--- src/rtl/uart_pkg.sv ---
// rtl/uart_pkg.sv - shared constants, state encoding and helpers for tx_arbiter
package uart_pkg;

    localparam int DATA_WIDTH    = 8;
    localparam int NUM_REQ_DEF   = 4;
    localparam int MAX_BURST_DEF = 16;
    localparam int BURST_W       = 8;

    typedef enum logic {
        IDLE = 1'b0,
        XFER = 1'b1
    } state_t;

    // Width of an index able to address n requesters (at least one bit)
    function automatic int idx_width(input int n);
        return (n > 1) ? $clog2(n) : 1;
    endfunction

endpackage

--- src/rtl/tx_arbiter_if.sv ---
// rtl/tx_arbiter_if.sv - requester, FIFO and status signals of tx_arbiter
interface tx_arbiter_if #(
    parameter int NUM_REQ    = uart_pkg::NUM_REQ_DEF,
    parameter int DATA_WIDTH = uart_pkg::DATA_WIDTH
);
    logic [NUM_REQ-1:0]            req_valid;
    logic [NUM_REQ*DATA_WIDTH-1:0] req_data;
    logic [NUM_REQ-1:0]            req_last;
    logic [NUM_REQ-1:0]            req_ready;
    logic [DATA_WIDTH-1:0]         fifo_data;
    logic                          fifo_wr_en;
    logic                          fifo_full;
    logic [NUM_REQ-1:0]            grant;
    logic                          busy;
    logic                          pkt_done;

    // Environment side: requesters and the transmitter FIFO
    modport master (
        output req_valid, req_data, req_last, fifo_full,
        input  req_ready, fifo_data, fifo_wr_en, grant, busy, pkt_done
    );

    // Arbiter side
    modport slave (
        input  req_valid, req_data, req_last, fifo_full,
        output req_ready, fifo_data, fifo_wr_en, grant, busy, pkt_done
    );
endinterface

--- src/rtl/rr_picker.sv ---
// rtl/rr_picker.sv - combinational round-robin search starting after last_owner
module rr_picker #(
    parameter int NUM_REQ = 4,
    parameter int IDX_W   = 2
) (
    input  logic [NUM_REQ-1:0] req,
    input  logic [IDX_W-1:0]   last_owner,
    output logic [NUM_REQ-1:0] pick,
    output logic [IDX_W-1:0]   pick_idx,
    output logic               any_valid
);

    // Walk the requesters from last_owner+1 wrapping around; first hit wins
    always_comb begin
        logic             found;
        int               cand_i;
        logic [IDX_W-1:0] cand;
        pick      = '0;
        pick_idx  = '0;
        any_valid = |req;
        found     = 1'b0;
        cand_i    = 0;
        cand      = '0;
        for (int k = 0; k < NUM_REQ; k++) begin
            cand_i = (int'(last_owner) + 1 + k) % NUM_REQ;
            cand   = cand_i[IDX_W-1:0];
            if (!found && req[cand]) begin
                found       = 1'b1;
                pick[cand]  = 1'b1;
                pick_idx    = cand;
            end
        end
    end

endmodule

--- src/rtl/tx_arbiter.sv ---
// rtl/tx_arbiter.sv - round-robin byte arbiter feeding a transmitter FIFO
module tx_arbiter #(
    parameter int NUM_REQ    = uart_pkg::NUM_REQ_DEF,
    parameter int DATA_WIDTH = uart_pkg::DATA_WIDTH,
    parameter int MAX_BURST  = uart_pkg::MAX_BURST_DEF
) (
    input  logic         CLK,
    input  logic         RST,
    tx_arbiter_if.slave  bus
);
    import uart_pkg::*;

    localparam int                IDX_W       = idx_width(NUM_REQ);
    localparam logic [BURST_W-1:0] MAX_BURST_B = BURST_W'(MAX_BURST);

    state_t               state_q, state_d;
    logic [NUM_REQ-1:0]   grant_q, grant_d;
    logic [IDX_W-1:0]     owner_q, owner_d;
    logic [IDX_W-1:0]     last_owner_q, last_owner_d;
    logic [BURST_W-1:0]   burst_q, burst_d;
    logic [BURST_W-1:0]   burst_inc;

    logic [NUM_REQ-1:0]   pick;
    logic [IDX_W-1:0]     pick_idx;
    logic                 any_valid;

    logic [NUM_REQ-1:0]   ready_vec;
    logic                 xfer;
    logic                 cur_last;
    logic [DATA_WIDTH-1:0] data_sel;
    logic                 done_pulse;
    logic                 busy_o;

    rr_picker #(
        .NUM_REQ (NUM_REQ),
        .IDX_W   (IDX_W)
    ) u_rr_picker (
        .req        (bus.req_valid),
        .last_owner (last_owner_q),
        .pick       (pick),
        .pick_idx   (pick_idx),
        .any_valid  (any_valid)
    );

    // State register; reset leaves requester 0 as the next in line
    always_ff @(posedge CLK) begin
        if (RST) begin
            state_q      <= IDLE;
            grant_q      <= '0;
            owner_q      <= '0;
            last_owner_q <= IDX_W'(NUM_REQ - 1);
            burst_q      <= '0;
        end else begin
            state_q      <= state_d;
            grant_q      <= grant_d;
            owner_q      <= owner_d;
            last_owner_q <= last_owner_d;
            burst_q      <= burst_d;
        end
    end

    // Next state: grant in IDLE, release on packet end or burst limit
    always_comb begin
        state_d      = state_q;
        grant_d      = grant_q;
        owner_d      = owner_q;
        last_owner_d = last_owner_q;
        burst_d      = burst_q;
        burst_inc    = burst_q + BURST_W'(1);
        case (state_q)
            IDLE: begin
                if (any_valid) begin
                    state_d = XFER;
                    grant_d = pick;
                    owner_d = pick_idx;
                    burst_d = '0;
                end
            end
            XFER: begin
                if (xfer) begin
                    burst_d = burst_inc;
                    if (cur_last || (burst_inc == MAX_BURST_B)) begin
                        state_d      = IDLE;
                        grant_d      = '0;
                        last_owner_d = owner_q;
                    end
                end
            end
            default: begin
                state_d = IDLE;
                grant_d = '0;
            end
        endcase
    end

    // Outputs: zero-latency pass-through of the owner's byte, gated by full and reset
    always_comb begin
        ready_vec = '0;
        if (!RST && (state_q == XFER) && !bus.fifo_full) begin
            ready_vec = grant_q;
        end
        xfer       = |(bus.req_valid & ready_vec);
        cur_last   = bus.req_last[owner_q];
        data_sel   = bus.req_data[owner_q*DATA_WIDTH +: DATA_WIDTH];
        done_pulse = xfer & cur_last;
        busy_o     = |grant_q;
    end

    assign bus.req_ready  = ready_vec;
    assign bus.fifo_wr_en = xfer;
    assign bus.fifo_data  = data_sel;
    assign bus.pkt_done   = done_pulse;
    assign bus.grant      = grant_q;
    assign bus.busy       = busy_o;

endmodule

--- src/flat_wrapper.sv ---
// flat-port wrapper written by rule: the top's interface ports become plain ports
module tx_arbiter_flat import uart_pkg::*;
#(
    parameter int NUM_REQ    = uart_pkg::NUM_REQ_DEF,
    parameter int DATA_WIDTH = uart_pkg::DATA_WIDTH,
    parameter int MAX_BURST  = uart_pkg::MAX_BURST_DEF
)
  (CLK, RST, bus_req_valid, bus_req_data, bus_req_last, bus_fifo_full, bus_req_ready, bus_fifo_data, bus_fifo_wr_en, bus_grant, bus_busy, bus_pkt_done);
  tx_arbiter_if #(.NUM_REQ(NUM_REQ), .DATA_WIDTH(DATA_WIDTH)) bus_i ();
  input  logic CLK;
  input  logic RST;
  input wire logic [$bits(bus_i.req_valid)-1:0] bus_req_valid;
  input wire logic [$bits(bus_i.req_data)-1:0] bus_req_data;
  input wire logic [$bits(bus_i.req_last)-1:0] bus_req_last;
  input wire logic [$bits(bus_i.fifo_full)-1:0] bus_fifo_full;
  output wire logic [$bits(bus_i.req_ready)-1:0] bus_req_ready;
  output wire logic [$bits(bus_i.fifo_data)-1:0] bus_fifo_data;
  output wire logic [$bits(bus_i.fifo_wr_en)-1:0] bus_fifo_wr_en;
  output wire logic [$bits(bus_i.grant)-1:0] bus_grant;
  output wire logic [$bits(bus_i.busy)-1:0] bus_busy;
  output wire logic [$bits(bus_i.pkt_done)-1:0] bus_pkt_done;
  assign bus_i.req_valid = bus_req_valid;
  assign bus_i.req_data = bus_req_data;
  assign bus_i.req_last = bus_req_last;
  assign bus_i.fifo_full = bus_fifo_full;
  assign bus_req_ready = bus_i.req_ready;
  assign bus_fifo_data = bus_i.fifo_data;
  assign bus_fifo_wr_en = bus_i.fifo_wr_en;
  assign bus_grant = bus_i.grant;
  assign bus_busy = bus_i.busy;
  assign bus_pkt_done = bus_i.pkt_done;
  tx_arbiter #(.NUM_REQ(NUM_REQ), .DATA_WIDTH(DATA_WIDTH), .MAX_BURST(MAX_BURST)) u_core (.CLK(CLK), .RST(RST), .bus(bus_i));
endmodule
--- config.mk ---
export PLATFORM = sky130hd
export DESIGN_NAME = tx_arbiter_flat
export DESIGN_NICKNAME = d
export VERILOG_FILES = /design/src/rtl/uart_pkg.sv /design/src/rtl/tx_arbiter_if.sv /design/src/rtl/rr_picker.sv /design/src/rtl/tx_arbiter.sv /design/src/flat_wrapper.sv
export SDC_FILE = /design/constraint.sdc
export NUM_CORES = 1
export LEC_CHECK = 0
export CORE_MARGIN = 2
export CORE_UTILIZATION = 45
export CTS_CLUSTER_DIAMETER = 60
export DETAILED_ROUTE_END_ITERATION = 6
export PLACE_DENSITY = 0.8
export SLEW_MARGIN = 0
export SYNTH_ARGS = -nofsm -noshare
export SYNTH_HDL_FRONTEND = slang
export SYNTH_SLANG_ARGS = --single-unit
--- constraint.sdc ---
create_clock -name CLK -period 5 [get_ports CLK]
set_input_delay 1.25 -clock CLK [delete_from_list [all_inputs] [get_ports CLK]]
set_output_delay 1.25 -clock CLK [all_outputs]
set_load 0.05 [all_outputs]
==> run metrics, run 1 <==
status complete, no violations; CP max stage delay 0.79 ns; placed inst area 2340 um2; M1 GR Usage 29.9%; synthesized net count 243; dominant synthesized flop cell dfxtp_1; P_int 0.282 mW; Switching Power 0.148 mW; busiest layer in global routing met2; largest net degree at the start of global routing 19; kind of cell adding the most delay to the critical path buffers and inverters; average via count per standard cell 5.93; source-to-sink clock delay at the later pin of the worst-skew pair 0.26 ns; Design Area, Final 2380 um2; CTS Root Cell clkbuf_8; signal arrival time at the worst endpoint 2.91 ns; final cycle utilization of the critical path 83.3%; Global Route Usage Sum 20.7%; cell count after synthesis 193; type of origin of the critical path input pin; Resized cells post-CTS 0; Reg clk slew, reported paths 0.07 ns; count of hold buffers inserted by post-cts repair 0; utilization after layout 64.6%; proportion of netlist area held by the largest area contributor 19.5%; Worst path slowest cell clkdlybuf4s50_1; die area 4400 um2; DR vias 1,766; sequential element share of the synthesized area 19.5%; Sw Ratio 34.4%; register bit total from synthesis 17; count of TritonRoute iterations in the first routing pass 4; crit path capture type output pin; weighted congestion at the end of routability-driven global placement 0.897; Post-layout nets 301; Logic pwr share 40.6%; worst slew slack as a fraction of its limit 52.9%; Yosys top cell by area dfxtp_1; met3 Use GR 1.87%; remaining antenna violation count after routing 0; number of antenna repair diodes 0; Final TNS setup 0 ns; highest clock rate 240 MHz; mean post-synth cell area 9.06 um2; most frequent cell on the critical path clkdlybuf4s50_1; row count 22; critical path type in -> out; summed instance area of the synthesized netlist 1750 um2; critical path required time 3.75 ns; via count of the first global-routing pass 1,595; TritonCTS clock tree done; number of H-tree levels 1; total power consumption of the routed design 0.429 mW; total clock sinks 17; routed len/inst 14.5 um; power density over the cells 180 nW/um2; RSZ-0062 raised after global routing no; Boundary Pins 62; clock share of power 24.4%; global routing met2 resource utilization 32.9%; most used standard cells in the synthesized netlist dfxtp_1 (17), nor2_1 (15), a21oi_1 (13); ordered cell list for the critical path clkdlybuf4s50_1, nor3b_2, and2_1, clkdlybuf4s50_1; Slew Limit Fails 0; Clock Path Buffers 2; Async SR Flop Fraction 0%; post-route DRC violation count 0; post-CTS repair timing setup buffer count 0; Min Hold Slack 0.516 ns; YS warnings 0; top cells by area, synth dfxtp_1 (19%), mux4_2 (14%), ha_1 (5.0%); clock period minus worst slack 4.16 ns; Least-Margin Pin Slew 0.705 ns; # setup viols final 0; Worst Clk Skew 0.00683 ns; HPWL after detailed placement 3280 um; layout cell share with drive strength beyond 1 14.8%; worst min-delay path category reg -> reg; leftover overflow at the end of global routing 0; critical path buffer and inverter count 2; flop-to-flop setup slack 1.91 ns; DRC violation total after the first TritonRoute iteration 176; Synth cell types 60; number of buffers created by CTS 3; number of max-cap violations 0; most frequent cell after synthesis dfxtp_1; Placeable Area 3690 um2; sequential share of power 34.9%; aggregate routed wire length 4320 um; number of flops mapped to enable cells by yosys 0; Die W 66.3 um; number of buffers inserted by port buffering 61; number of hold violations in the final report 0; Static Leakage 0.910 nW; Area Growth Syn to Fin 36.4%; maximum fanout encountered on the critical timing path 5; number of antenna violations at the first check in global routing 0; global-route wire length before repair 7240 um; initial core utilization 47.4%; Die Height 66.3 um; IR Drop Worst-Case VDD 0.0955 mV
final timing paths:
kind,depth (start not counted),end,from
worst max-delay path,4,bus_req_ready[1],RST
worst min-delay path,2,u_core.burst_q[7]$_SDFFE_PP0P_,u_core.burst_q[7]$_SDFFE_PP0P_
worst max register to register,7,u_core.bus.grant[2]$_SDFFE_PP0P_,u_core.last_owner_q[0]$_SDFFE_PP1P_
worst min register to register,2,u_core.burst_q[7]$_SDFFE_PP0P_,u_core.burst_q[7]$_SDFFE_PP0P_
flip-flops by register name, indices dropped and copies added, names as in the netlist:
| signal | cells |
|---|---|
| u_core.burst_q | 8 |
| u_core.bus.grant | 4 |
| u_core.last_owner_q | 2 |
| u_core.owner_q | 2 |
| u_core.state_q | 1 |
cell usage in the layout, fill, tap and decap left out, types with 5 or more instances in the layout:
master	count
a21oi_1	13
buf_4	7
clkdlybuf4s50_1	59
and2_1	5
dfxtp_1	17
nand2_1	10
inv_1	8
nor2b_1	5
ha_1	7
mux4_2	11
nor3_1	5
nor2_1	15
o21ai_0	5
layer usage:
metal	vias up	wire length [um]
met1	828	1900
met4	0	51
li1	859	-
met2	74	2130
met5	-	0
met3	5	245
logic make-up (layout without fill, tap and decap cells):
logic type / after synthesis / in the layout / synth area share [%]
simple gates: 69 / 69 / 22.3
buf+inv: 22 / 79 / 8.45
fa+ha+maj: 7 / 7 / 5.01
mux: 20 / 20 / 20.8
compound gates: 58 / 58 / 23.9
flops: 17 / 17 / 19.5
area by class of cell:
cell class                 instances  area, um2
fill                             325       1310
timing repair buffer              66        643
tap                               48       60.1
clock inverter                     1       5.00
sequential                        17        340
clock buffer                       3       41.3
inverter                           9       33.8
multi-input combinational        154       1260
power by group through the flow:
stage	Clock, mW	Sequential (mW)	Combinational, mW
after detailed placement	0	0.154	0.174
after CTS	0.107	0.150	0.175
final	0.105	0.150	0.174
after global routing	0.115	0.152	0.185
after global placement	0	0.154	0.173
after floorplan	0	0.153	0.110
metrics by stage:
| step | setup slack (ns) | instances |
|---|---|---|
| 2_1_floorplan | 1.39 | 193 |
| 3_3_place_gp | 0.851 | 294 |
| 3_5_place_dp | 0.833 | 294 |
| 4_1_cts | 0.826 | 298 |
| 5_1_grt | 0.736 | 298 |
| 6_report | 0.837 | 298 |
worst register-to-register path: stages, from the launching register on:
cell      delay [ns]
dfxtp_1         0.78
inv_1           0.27
ha_1            0.52
mux4_2          0.67
a21oi_1         0.17
o32ai_1         0.10
a311oi_1        0.34
o22ai_1         0.13
(Power assumes the default switching activity.)
==> run 2, diff against run 1 <==
Settings changed: CORE_UTILIZATION 45 to 41, PLACE_DENSITY 0.8 to 0.77.
Clock period 5 ns to 3.4 ns, I/O delays scaled along.
==> run metrics, run 2 (synthesis results as in run 1) <==
number of hold violations in the final report 0 (unchanged); maximum fanout encountered on the critical timing path 5 (unchanged); critical path type in -> out; weighted congestion at the end of routability-driven global placement 0.843 (-6.0%); Design Area, Final 2460 um2 (+3.2%); power density over the cells 257 nW/um2 (+43%); Global Route Usage Sum 18.6% (-2.1 points); number of antenna violations at the first check in global routing 0 (unchanged); crit path capture type output pin; critical register-to-register path endpoint u_core.bus.grant[2]$_SDFFE_PP0P_; worst setup path endpoint bus_pkt_done; Min Hold Slack 0.520 ns (+0.00437 ns); Slew Limit Fails 0 (unchanged); # setup viols final 0 (unchanged); highest-count cells in the layout ignoring fill and taps clkdlybuf4s50_1 (47), buf_4 (17), dfxtp_1 (17); total power consumption of the routed design 0.633 mW (+47%); Area Growth Syn to Fin 40.7%; utilization after layout 60.6% (-4.0 points); Post-layout nets 305 (+1.3%); total clock sinks 17 (unchanged); initial core utilization 43.1% (-4.3 points); row count 23 (+4.5%); count of TritonRoute iterations in the first routing pass 4 (unchanged); type of origin of the critical path input pin; IR Drop Worst-Case VDD 0.106 mV (+11%); number of buffers inserted by port buffering 61 (unchanged); Resized cells post-CTS 0 (unchanged); number of antenna repair diodes 0 (unchanged); number of H-tree levels 1 (unchanged); Reg clk slew, reported paths 0.06 ns (about the same); RSZ-0062 raised after global routing no; DR vias 1,745 (-1.2%); worst min-delay path category reg -> reg; flop-to-flop setup slack 0.85 ns (-1.06 ns); Clock Path Buffers 2 (unchanged); Worst Clk Skew 0.00670 ns (-0.000124 ns); aggregate routed wire length 4530 um (+5.0%); average via count per standard cell 5.74 (-3.1%); leftover overflow at the end of global routing 0 (unchanged); number of buffers created by CTS 3 (unchanged); layout cell share with drive strength beyond 1 20.5% (+5.7 points); remaining antenna violation count after routing 0 (unchanged); CTS Root Cell clkbuf_8; placed inst area 2410 um2 (+3.3%); Worst Setup SP RST; Final TNS setup 0 ns (unchanged); Die Height 69.3 um (+4.5%); largest net degree at the start of global routing 18 (-1); routed len/inst 14.9 um (+2.9%); source-to-sink clock delay at the later pin of the worst-skew pair 0.26 ns (about the same); TritonCTS clock tree done; Static Leakage 0.958 nW (+5.3%); post-CTS repair timing setup buffer count 0 (unchanged); worst slew slack as a fraction of its limit 66.3% (+13 points); Least-Margin Pin Slew 0.503 ns (-0.201 ns); HPWL after detailed placement 3520 um (+7.4%); depth of the worst register-to-register path 7 (unchanged); highest clock rate 328 MHz; Placeable Area 4060 um2 (+10%); number of flip-flops in the largest register 8 (unchanged); Largest Register u_core.burst_q; global-route wire length before repair 7530 um (+4.0%); critical register-to-register path startpoint u_core.last_owner_q[1]$_SDFFE_PP1P_; via count of the first global-routing pass 1,656 (+3.8%); number of max-cap violations 0 (unchanged); Boundary Pins 62 (unchanged); die area 4800 um2 (+9.2%); count of hold buffers inserted by post-cts repair 0 (unchanged); leading cell type in the layout, fill and taps excluded clkdlybuf4s50_1; status complete, no violations; clock period minus worst slack 3.05 ns; DRC violation total after the first TritonRoute iteration 74 (-58%); critical path required time 2.55 ns (-1.20 ns); signal arrival time at the worst endpoint 2.20 ns (-0.71 ns); final cycle utilization of the critical path 89.6%; Die W 69.3 um (+4.5%); post-route DRC violation count 0 (unchanged)
## run 2: changes by cell type in the layout (fill, tap and decap cells not counted)
cell,before,now
clkdlybuf4s50_1,59,47
clkinv_2,1,0
buf_4,7,17
clkbuf_1,0,1
buf_12,0,6
## run 2: worst max-delay path, cell delays in order
cell             delay, ns
clkdlybuf4s50_1       0.44
nor3b_2               0.30
o21ai_1               0.17
inv_2                 0.08
nand2_1               0.10
inv_1                 0.11
buf_12                0.14
## run 2: stage by stage
| step | instances | worst slack (ns) |
|---|---|---|
| final | 304 | 0.355 |
| after detailed placement | 300 | 0.320 |
| after CTS | 304 | 0.320 |
| after global routing | 304 | 0.223 |
| after floorplan | 193 | 0.585 |
| after global placement | 300 | 0.355 |
## run 2: report_power, final
group,switching (mW),internal (mW)
combinational,0.135,0.127
sequential,0.0126,0.206
clock,0.0693,0.0833
## run 2: layer usage
metal	GRT usage, %	share of wire [%]
met1	23.8	44
met2	32.4	51
met3	2.47	3.0
met4	5.66	1.6
met5	0	0
## run 2: worst min-delay path by stage
stage / start / end / slack, ns / cells past startpoint
6_report: u_core.burst_q[7]$_SDFFE_PP0P_ / u_core.burst_q[7]$_SDFFE_PP0P_ / 0.52 / 2
5_1_grt: u_core.burst_q[7]$_SDFFE_PP0P_ / u_core.burst_q[7]$_SDFFE_PP0P_ / 0.55 / 2
3_3_place_gp: u_core.burst_q[7]$_SDFFE_PP0P_ / u_core.burst_q[7]$_SDFFE_PP0P_ / 0.49 / 2
2_1_floorplan: u_core.burst_q[7]$_SDFFE_PP0P_ / u_core.burst_q[7]$_SDFFE_PP0P_ / 0.47 / 2
4_1_cts: u_core.burst_q[7]$_SDFFE_PP0P_ / u_core.burst_q[7]$_SDFFE_PP0P_ / 0.53 / 2
3_5_place_dp: u_core.burst_q[7]$_SDFFE_PP0P_ / u_core.burst_q[7]$_SDFFE_PP0P_ / 0.52 / 2
## run 2: final cells by class
type                       count  area [um2]
clock buffer                   4        45.0
fill                         357        1600
inverter                       9        33.8
multi-input combinational    154        1260
sequential                    17         340
tap                           50        62.6
timing repair buffer          70         718
